**config.mk**
```make
export PLATFORM = sky130hd
export DESIGN_NAME = pipe_ctrl
export DESIGN_NICKNAME = d
export VERILOG_FILES = /design/src/rtl/pipe_ctrl.sv
export SDC_FILE = /design/constraint.sdc
export NUM_CORES = 1
export LEC_CHECK = 0
export BUFFER_PORTS_ARGS = -buffer_cell sky130_fd_sc_hd__clkbuf_2
export CAP_MARGIN = 10
export CORE_ASPECT_RATIO = 0.7
export CORE_MARGIN = 10
export CORE_UTILIZATION = 29
export CTS_CLUSTER_SIZE = 12
export DETAILED_ROUTE_END_ITERATION = 7
export GPL_TIMING_DRIVEN = 0
export HOLD_SLACK_MARGIN = 0.15
export PLACE_DENSITY = 0.88
export RECOVER_POWER = 50
export SLEW_MARGIN = 20
export SYNTH_ARGS = -nofsm -noshare
export SYNTH_HDL_FRONTEND = slang
export SYNTH_SLANG_ARGS = --single-unit
export TNS_END_PERCENT = 50
```
**constraint.sdc**
```tcl
create_clock -name clk -period 1.1 [get_ports clk]
set_clock_uncertainty 0.15 [all_clocks]
set_input_delay 0.165 -clock clk [delete_from_list [all_inputs] [get_ports clk]]
set_output_delay 0.165 -clock clk [all_outputs]
set_load 0.03 [all_outputs]
```
**src/rtl/pipe_ctrl.sv**
```systemverilog
// pipe_ctrl: hazard and run-state controller for the five-stage Y86-64 pipeline.
// Produces the stall/bubble controls for the F/D/E/M/W pipeline registers and the
// condition-code write enable. It also latches the halt/exception state.
// Optional feature macro: PIPE_CTRL_PERF_EN builds saturating performance counters.
// Without that macro the four counter outputs are tied to zero and no counter
// flops exist.
module pipe_ctrl #(
    parameter int CNT_W = 32
) (
    input  logic             clk,
    input  logic             rst_n,
    input  logic [3:0]       D_icode,
    input  logic [3:0]       d_srcA,
    input  logic [3:0]       d_srcB,
    input  logic [3:0]       E_icode,
    input  logic [3:0]       E_dstM,
    input  logic             e_Cnd,
    input  logic [3:0]       M_icode,
    input  logic [1:0]       m_stat,
    input  logic [3:0]       W_icode,
    input  logic [1:0]       W_stat,
    output logic             F_stall,
    output logic             D_stall,
    output logic             W_stall,
    output logic             D_bubble,
    output logic             E_bubble,
    output logic             M_bubble,
    output logic             set_cc,
    output logic             halted,
    output logic [1:0]       halt_stat,
    output logic [CNT_W-1:0] cyc_cnt,
    output logic [CNT_W-1:0] stall_cnt,
    output logic [CNT_W-1:0] mispred_cnt,
    output logic [CNT_W-1:0] retire_cnt
);

    localparam logic [3:0] I_NOP    = 4'h1;
    localparam logic [3:0] I_MRMOVQ = 4'h5;
    localparam logic [3:0] I_OPQ    = 4'h6;
    localparam logic [3:0] I_JXX    = 4'h7;
    localparam logic [3:0] I_RET    = 4'h9;
    localparam logic [3:0] I_POPQ   = 4'hB;
    localparam logic [3:0] R_NONE   = 4'hF;
    localparam logic [1:0] S_AOK    = 2'd0;

    typedef enum logic [0:0] {
        ST_RUN  = 1'b0,
        ST_STOP = 1'b1
    } state_t;

    state_t     state_r;
    state_t     state_nxt_s;
    logic [1:0] halt_stat_r;

    logic load_use_s;
    logic ret_pend_s;
    logic mispred_s;
    logic w_exc_s;

    // Hazard detection from the pipeline register fields
    assign load_use_s = ((E_icode == I_MRMOVQ) || (E_icode == I_POPQ)) &&
                        (E_dstM != R_NONE) &&
                        ((E_dstM == d_srcA) || (E_dstM == d_srcB));
    assign ret_pend_s = (D_icode == I_RET) || (E_icode == I_RET) || (M_icode == I_RET);
    assign mispred_s  = (E_icode == I_JXX) && !e_Cnd;
    assign w_exc_s    = (W_stat != S_AOK);

    // Run-state register; STOP is only left through reset
    always_ff @(posedge clk) begin
        if (!rst_n) begin
            state_r <= ST_RUN;
        end else begin
            state_r <= state_nxt_s;
        end
    end

    // Next-state: an exception reaching W stops the machine
    always_comb begin
        state_nxt_s = state_r;
        case (state_r)
            ST_RUN: begin
                if (w_exc_s) begin
                    state_nxt_s = ST_STOP;
                end else begin
                    state_nxt_s = ST_RUN;
                end
            end
            ST_STOP: state_nxt_s = ST_STOP;
            default: state_nxt_s = ST_RUN;
        endcase
    end

    // Capture the status that caused the stop on the RUN->STOP edge
    always_ff @(posedge clk) begin
        if (!rst_n) begin
            halt_stat_r <= 2'd0;
        end else if ((state_r == ST_RUN) && w_exc_s) begin
            halt_stat_r <= W_stat;
        end else begin
            halt_stat_r <= halt_stat_r;
        end
    end

    assign halted    = (state_r == ST_STOP);
    assign halt_stat = halt_stat_r;

    // Pipeline control outputs; the flush pattern is the default and holds during reset
    always_comb begin
        F_stall  = 1'b0;
        D_stall  = 1'b0;
        W_stall  = 1'b0;
        D_bubble = 1'b1;
        E_bubble = 1'b1;
        M_bubble = 1'b1;
        set_cc   = 1'b0;
        if (!rst_n) begin
            F_stall = 1'b0;
        end else begin
            case (state_r)
                ST_RUN: begin
                    F_stall  = load_use_s | ret_pend_s;
                    D_stall  = load_use_s;
                    D_bubble = mispred_s | (ret_pend_s & ~load_use_s);
                    E_bubble = mispred_s | load_use_s;
                    M_bubble = (m_stat != S_AOK) | w_exc_s;
                    W_stall  = w_exc_s;
                    set_cc   = (E_icode == I_OPQ) & (m_stat == S_AOK) & ~w_exc_s;
                end
                ST_STOP: begin
                    F_stall  = 1'b1;
                    D_stall  = 1'b1;
                    W_stall  = 1'b1;
                    D_bubble = 1'b0;
                    E_bubble = 1'b1;
                    M_bubble = 1'b1;
                    set_cc   = 1'b0;
                end
                default: begin
                    F_stall = 1'b0;
                end
            endcase
        end
    end

`ifdef PIPE_CTRL_PERF_EN
    logic [CNT_W-1:0] cyc_cnt_r;
    logic [CNT_W-1:0] stall_cnt_r;
    logic [CNT_W-1:0] mispred_cnt_r;
    logic [CNT_W-1:0] retire_cnt_r;
    logic             retire_s;

    assign retire_s = ~w_exc_s && (W_icode != I_NOP);

    function automatic logic [CNT_W-1:0] sat_inc(input logic [CNT_W-1:0] v, input logic en);
        if (en && (v != {CNT_W{1'b1}})) begin
            return v + {{(CNT_W-1){1'b0}}, 1'b1};
        end else begin
            return v;
        end
    endfunction

    // Saturating event counters, advancing only while running
    always_ff @(posedge clk) begin
        if (!rst_n) begin
            cyc_cnt_r     <= {CNT_W{1'b0}};
            stall_cnt_r   <= {CNT_W{1'b0}};
            mispred_cnt_r <= {CNT_W{1'b0}};
            retire_cnt_r  <= {CNT_W{1'b0}};
        end else if (state_r == ST_RUN) begin
            cyc_cnt_r     <= sat_inc(cyc_cnt_r, 1'b1);
            stall_cnt_r   <= sat_inc(stall_cnt_r, load_use_s | ret_pend_s);
            mispred_cnt_r <= sat_inc(mispred_cnt_r, mispred_s);
            retire_cnt_r  <= sat_inc(retire_cnt_r, retire_s);
        end else begin
            cyc_cnt_r     <= cyc_cnt_r;
            stall_cnt_r   <= stall_cnt_r;
            mispred_cnt_r <= mispred_cnt_r;
            retire_cnt_r  <= retire_cnt_r;
        end
    end

    assign cyc_cnt     = cyc_cnt_r;
    assign stall_cnt   = stall_cnt_r;
    assign mispred_cnt = mispred_cnt_r;
    assign retire_cnt  = retire_cnt_r;
`else
    logic unused_perf_s;
    assign unused_perf_s = ^W_icode;
    assign cyc_cnt     = {CNT_W{1'b0}};
    assign stall_cnt   = {CNT_W{1'b0}};
    assign mispred_cnt = {CNT_W{1'b0}};
    assign retire_cnt  = {CNT_W{1'b0}};
`endif

endmodule

```
==> run metrics, run 1 <==
DR vias=about 1200; H-Tree Depth=1; Reg-to-Reg Start=halted$_SDFF_PN0_; sequential area share after synthesis=4.52%; DRT iter0 DRCs=31; # DRC=0; WHS=around 160 ps; port buffer count=40; DR vias/cell=approximately 3; #FFs+latches synth=3; Yosys top cell by area=buf_4; non-filler instance count after layout=404; Hold Vio Cnt, Final=0; CP endpoint kind=output port; placed instance area=approximately 0.0021 mm²; worst r2r dst=halt_stat[0]$_SDFFE_PN0P_; reg2reg setup slack=0 ps; Crit Path Class=primary input to output port; Yosys cell types=23; Top FF cell, synth=dfxtp_1; gpl congestion=0.685; Critical Path Source Type=primary input; Warnings, synthesis=0; core box area=0.00438 mm²; CTS Sinks=3; final WL=4.51 mm; setup_tns=-2840 ps; final worst slack=-452 ps; GRT overflow=0; Max Cap Violations=0; wire length per cell=between 10 and 15 µm; Final period util=141%; placed cell count=397; Cell Pwr Density=~730 mW/mm²; Max Clk Rate=about 640 MHz; GRT Util Overall=between 10% and 20%; Post-Synthesis Cells=between 150 and 200; worst slack, placed=-568 ps; failing checks=setup timing; Reg2Reg Depth=5; CTS tree=built; cell depth of the worst hold path=3; Worst IR Drop VDD=just under 400 µV; Avg Cell Area, Syn=approximately 7.6 µm²; nets=385; Mapped Area=about 0.0013 mm²; largest net degree at the start of global routing=10; Leak=between 1.5 and 2 nW; Core Rows=20; design area=between 0.002 and 0.0025 mm²; Hold Path Class=primary input to register; Setup-failing EPs final=9; arrival time at the worst endpoint=roughly 1200 ps; Post-synth EDFFs=0; top-area cell type share of the netlist area=between 70% and 80%; CP required=between 700 and 800 ps; die area=0.00773 mm²; Die X=101 µm; clk slew on worst S/H paths=~30 ps; Hold Startpoint=W_stat[1]; ant diodes=0; Period minus WS final=around 1600 ps; vias in the first global route=around 1200; Async S/R FF share, synth=0%; Area contributors post-synth=buf_4 (72%), xor2_1 (5.3%), dfxtp_1 (4.5%), nor4bb_1 (2.3%), nor4_2 (1.9%); Die Ht=between 70 and 80 µm; CTS Buf Count=3; initial antenna violation count=0; area delta synth->final=80.3%; IO Count=173; status=finished, violations left; first-pass GRT wire length=~6.5 mm; Final Max Slew Viols=0; Longest Clk Path Bufs=2; hold path endpoint=halt_stat[1]$_SDFFE_PN0P_; Final Power=about 1.7 mW; layout cells sized above 1=a little over half; final core utilization=approximately 55%; Starting Density=between 30% and 40%; RSZ-0062 raised after global routing=true; clock root buffer master=clkbuf_8; Detailed Routing Iterations Pass 1=4; hpwl dp=4.21 mm; Clk Latency, worst-skew pair=approximately 210 ps; Critical Path Fanout Max=3; antenna-violating nets left=0
## placed cells by master, fill, tap and decap left out, types with 2 or more instances in the layout
cell | synthesis | routed
nand2_1 | 5 | 5
nor3_4 | 0 | 2
conb_1 | 1 | 128
buf_6 | 0 | 5
nor2b_1 | 2 | 2
dfxtp_1 | 3 | 2
nor2_1 | 2 | 2
clkbuf_2 | 0 | 25
nor4_4 | 0 | 2
buf_8 | 0 | 6
nor4bb_1 | 3 | 2
o21ai_1 | 0 | 4
clkbuf_4 | 0 | 3
xor2_1 | 8 | 5
xor2_4 | 0 | 3
buf_4 | 128 | 130
clkbuf_8 | 0 | 5
## cells by family after synthesis
group / count (synthesis) / synth area share [%]
simple gates: 25 / 12.3
compound gates: 9 / 4.90
buf+inv: 129 / 72.7
other cells: 1 / 0.282
flops: 3 / 4.52
xor+xnor: 8 / 5.28
## timing repair
item                                   in CTS  in global routing
pin swaps                                  12                  7
setup endpoints to repair                   8                 10
endpoints found under the hold margin       1                  0
resized for setup                          20                 33
setup buffers                               3                  0
## Yosys cell counts, types with 2 or more instances
master      n
xor2_1      8
nor4_2      2
buf_4     128
nand2b_1    2
o211a_1     2
o21ai_0     5
nor2b_1     2
nor2_1      2
nor3_1      2
nor4bb_1    3
nand2_1     5
dfxtp_1     3
## area by class of cell
cell class	instances	area [µm²]
Buffer	128	961
Clock buffer	4	45.0
Fill cell	405	1990
Inverter	1	3.75
Multi-Input combinational cell	170	915
Sequential cell	3	63.8
Tap cell	55	68.8
Timing Repair Buffer	43	337
## critical path, stage by stage
cell and delay (ps):
buf_4 130, xor2_4 180, nor4_4 310, o211ai_2 140
o211a_4 170, buf_8 130
## report_power, final
group	total [mW]	internal, mW	switching [mW]	leakage [nW]
combinational	1.31	0.474	0.831	1.49
sequential	0.123	0.117	0.00569	0.0254
clock	0.321	0.247	0.0742	0.0228
## worst max-delay path by stage
stage                            from        to  slack [ps]  cells after the start
finish                      d_srcA[2]  D_bubble        -450                      6
global placement            E_dstM[1]  D_bubble        -540                      6
floorplan           halted$_SDFF_PN0_    set_cc        -340                      3
global route                d_srcB[1]  D_bubble        -490                      6
detailed placement          E_dstM[1]  D_bubble        -570                      6
CTS                         E_dstM[1]  D_bubble        -500                      6
## flip-flops by register name, indices dropped and copies added, names as in the netlist
name       count
halt_stat      2
halted         1
## routing by layer
metal	part of all wire, %	up-vias	global-route usage, %
met4	1.8	0	3.10
met2	61	70	22.3
met1	25	496	7.60
li1	-	644	-
met3	12	6	4.62
met5	0	-	0
No activity file was read; power rests on OpenSTA's default activity.
==> run 2: changes to the inputs <==
--- a/config.mk
+++ b/config.mk
@@ -14,7 +14,7 @@
 export DETAILED_ROUTE_END_ITERATION = 7
 export GPL_TIMING_DRIVEN = 0
 export HOLD_SLACK_MARGIN = 0.15
-export PLACE_DENSITY = 0.88
+export PLACE_DENSITY = 0.85
 export RECOVER_POWER = 50
 export SLEW_MARGIN = 20
 export SYNTH_ARGS = -nofsm -noshare
==> constraint.sdc (replaced) <==
create_clock -name clk -period 1.8 [get_ports clk]
set_clock_uncertainty 0.15 [all_clocks]
set_input_delay 0.18 -clock clk [delete_from_list [all_inputs] [get_ports clk]]
set_output_delay 0.18 -clock clk [all_outputs]
set_load 0.03 [all_outputs]
==> run metrics, run 2 (synthesized netlist as in run 1, its figures left out) <==
status=complete, no violations; first-pass GRT wire length=between 6 and 7 mm; met2 WL=roughly 2.9 mm; Period minus WS final=roughly 1700 ps; flip-flop and latch area=~60 µm²; non-filler instance count after layout=between 400 and 500; Worst IR Drop VDD=between 200 and 250 µV; # DRC=0; Cell Pwr Density=between 400 and 500 mW/mm²; Die X=between 100 and 150 µm; arrival time at the worst endpoint=around 1300 ps; clk slew on worst S/H paths=around 30 ps; IO Count=between 150 and 200; Reg-to-Reg Start=halted$_SDFF_PN0_; Clock power frac=19.4%; Final Max Slew Viols=0; RSZ-0062 raised after global routing=false; multi-input logic area=roughly 800 µm²; wire length per cell=~11 µm; Met3 Wirelength=around 610 µm; placed cell count=397; DR vias=between 1000 and 1500; Net Sw Power=around 0.54 mW; Hold Path Class=primary input to register; Die Ht=between 70 and 80 µm; Leak=~1.5 nW; port buffer count=40; setup_tns=0 ps; Gate power share=72.9%; CTS Buf Count=3; Hold Vio Cnt, Final=0; core box area=around 0.0044 mm²; Max Clk Rate=between 600 and 700 MHz; clock root buffer master=clkbuf_8; DRT iter0 DRCs=23; DR vias/cell=2.95; die area=approximately 0.0077 mm²; Largest register FFs=2; CP required=about 1500 ps; Layout fillers=about 450; Final period util=92.6%; Critical Path Source Type=register; initial antenna violation count=0; cell-internal power=approximately 0.47 mW; antenna-violating nets left=0; Switching Fraction=53.4%; vias in the first global route=around 1300; Clk Latency, worst-skew pair=210 ps; H-Tree Depth=1; GRT Util Overall=a little over a tenth; Max Cap Violations=0; Crit Path Class=register to output port; critical-path cell list=nor3_2 -> nand3_2 -> nor3_4 -> clkbuf_2; Longest Clk Path Bufs=2; Reg2Reg Depth=3; Detailed Routing Iterations Pass 1=3; CTS tree=built; Crit. Startpoint=halted$_SDFF_PN0_; Starting Density=30.3%; largest net degree at the start of global routing=10; gpl congestion=0.688; Setup-failing EPs final=0; hpwl dp=roughly 4.4 mm; most frequent cells in the layout=buf_4 (128), conb_1 (128), clkbuf_2 (35); final WL=between 4 and 5 mm; wl on met1=roughly 1.0 mm; area delta synth->final=62.2%; Final Power=between 1 and 1.5 mW; Max Used Layer=met4; CP max stage cell=dfxtp_1; reg2reg setup slack=a little under 300 ps; sequential group share of total power=around 7.6%; CTS Sinks=3; GRT overflow=0; crit path capture=set_cc; layout cells sized above 1=approximately half; Critical Path Max Stage Delay=360 ps; nets=approximately 380; ant diodes=0; Critical Path Fanout Max=8; CP endpoint kind=output port; Core Rows=20; worst r2r dst=halted$_SDFF_PN0_
[run 2: cell count changes in the layout (fill, tap and decap cells not counted), sizes merged]
| cell | before | now |
|---|---|---|
| dlygate4sd3 | 0 | 2 |
| buf | 141 | 128 |
| clkbuf | 34 | 44 |
[run 2: area by class of cell]
class	count	share of cell area (%)
flip-flops and latches	3	2.79
repair buffers	42	9.94
multi-input cells	170	37.2
plain buffers	128	44.6
inverters	1	0.174
clock buffers	4	2.09
well taps	55	3.20
[run 2: stage by stage]
stage               util [%]  cell area, µm²  hold slack [ps]  setup WS [ps]
global placement        47.7            2090              314            135
floorplan                  -            1820              152            101
global route            49.2            2150              199           22.5
CTS                     49.3            2160              171           93.2
finish                  49.2            2150              171            134
detailed placement      47.7            2090              344            142
[run 2: repair_timing]
item                                    4_1_cts  5_1_grt
buffers inserted                              0        0
endpoints found under the hold margin         2        0
resized for setup                             1        0
endpoints found under the setup margin        1        0
hold buffers                                  2        0
[run 2: worst min path at each step]
stage | slack (ps) | depth (start not counted) | end | from
after global placement | 310 | 2 | halt_stat[1]$_SDFFE_PN0P_ | halt_stat[1]$_SDFFE_PN0P_
after detailed placement | 340 | 2 | halt_stat[1]$_SDFFE_PN0P_ | halt_stat[1]$_SDFFE_PN0P_
after CTS | 170 | 2 | halt_stat[1]$_SDFFE_PN0P_ | rst_n
after floorplan | 150 | 1 | halt_stat[0]$_SDFFE_PN0P_ | rst_n
after global routing | 200 | 2 | halt_stat[1]$_SDFFE_PN0P_ | rst_n
final | 170 | 2 | halt_stat[1]$_SDFFE_PN0P_ | rst_n
[run 2: power by group through the flow]
stage / combinational [mW] / clock [mW] / sequential [mW]
final: 0.732 / 0.195 / 0.0764
after global routing: 0.777 / 0.208 / 0.0773
after CTS: 0.706 / 0.197 / 0.0765
after detailed placement: 0.702 / 0 / 0.0772
after global placement: 0.698 / 0 / 0.0765
after floorplan: 0.624 / 0 / 0.0857
[run 2: layer usage]
metal / GRT usage [%] / vias to the layer above
met5: 0 / -
met4: 2.11 / 0
met3: 5.34 / 2
met2: 23.8 / 64
met1: 7.14 / 477
li1: - / 646
[run 2: worst max-delay path, delay by kind of cell, from the launching register on]
kind	cells	cell delay, ps
buffers and inverters	1	230
and+or+nand+nor	3	530
DFF	1	360
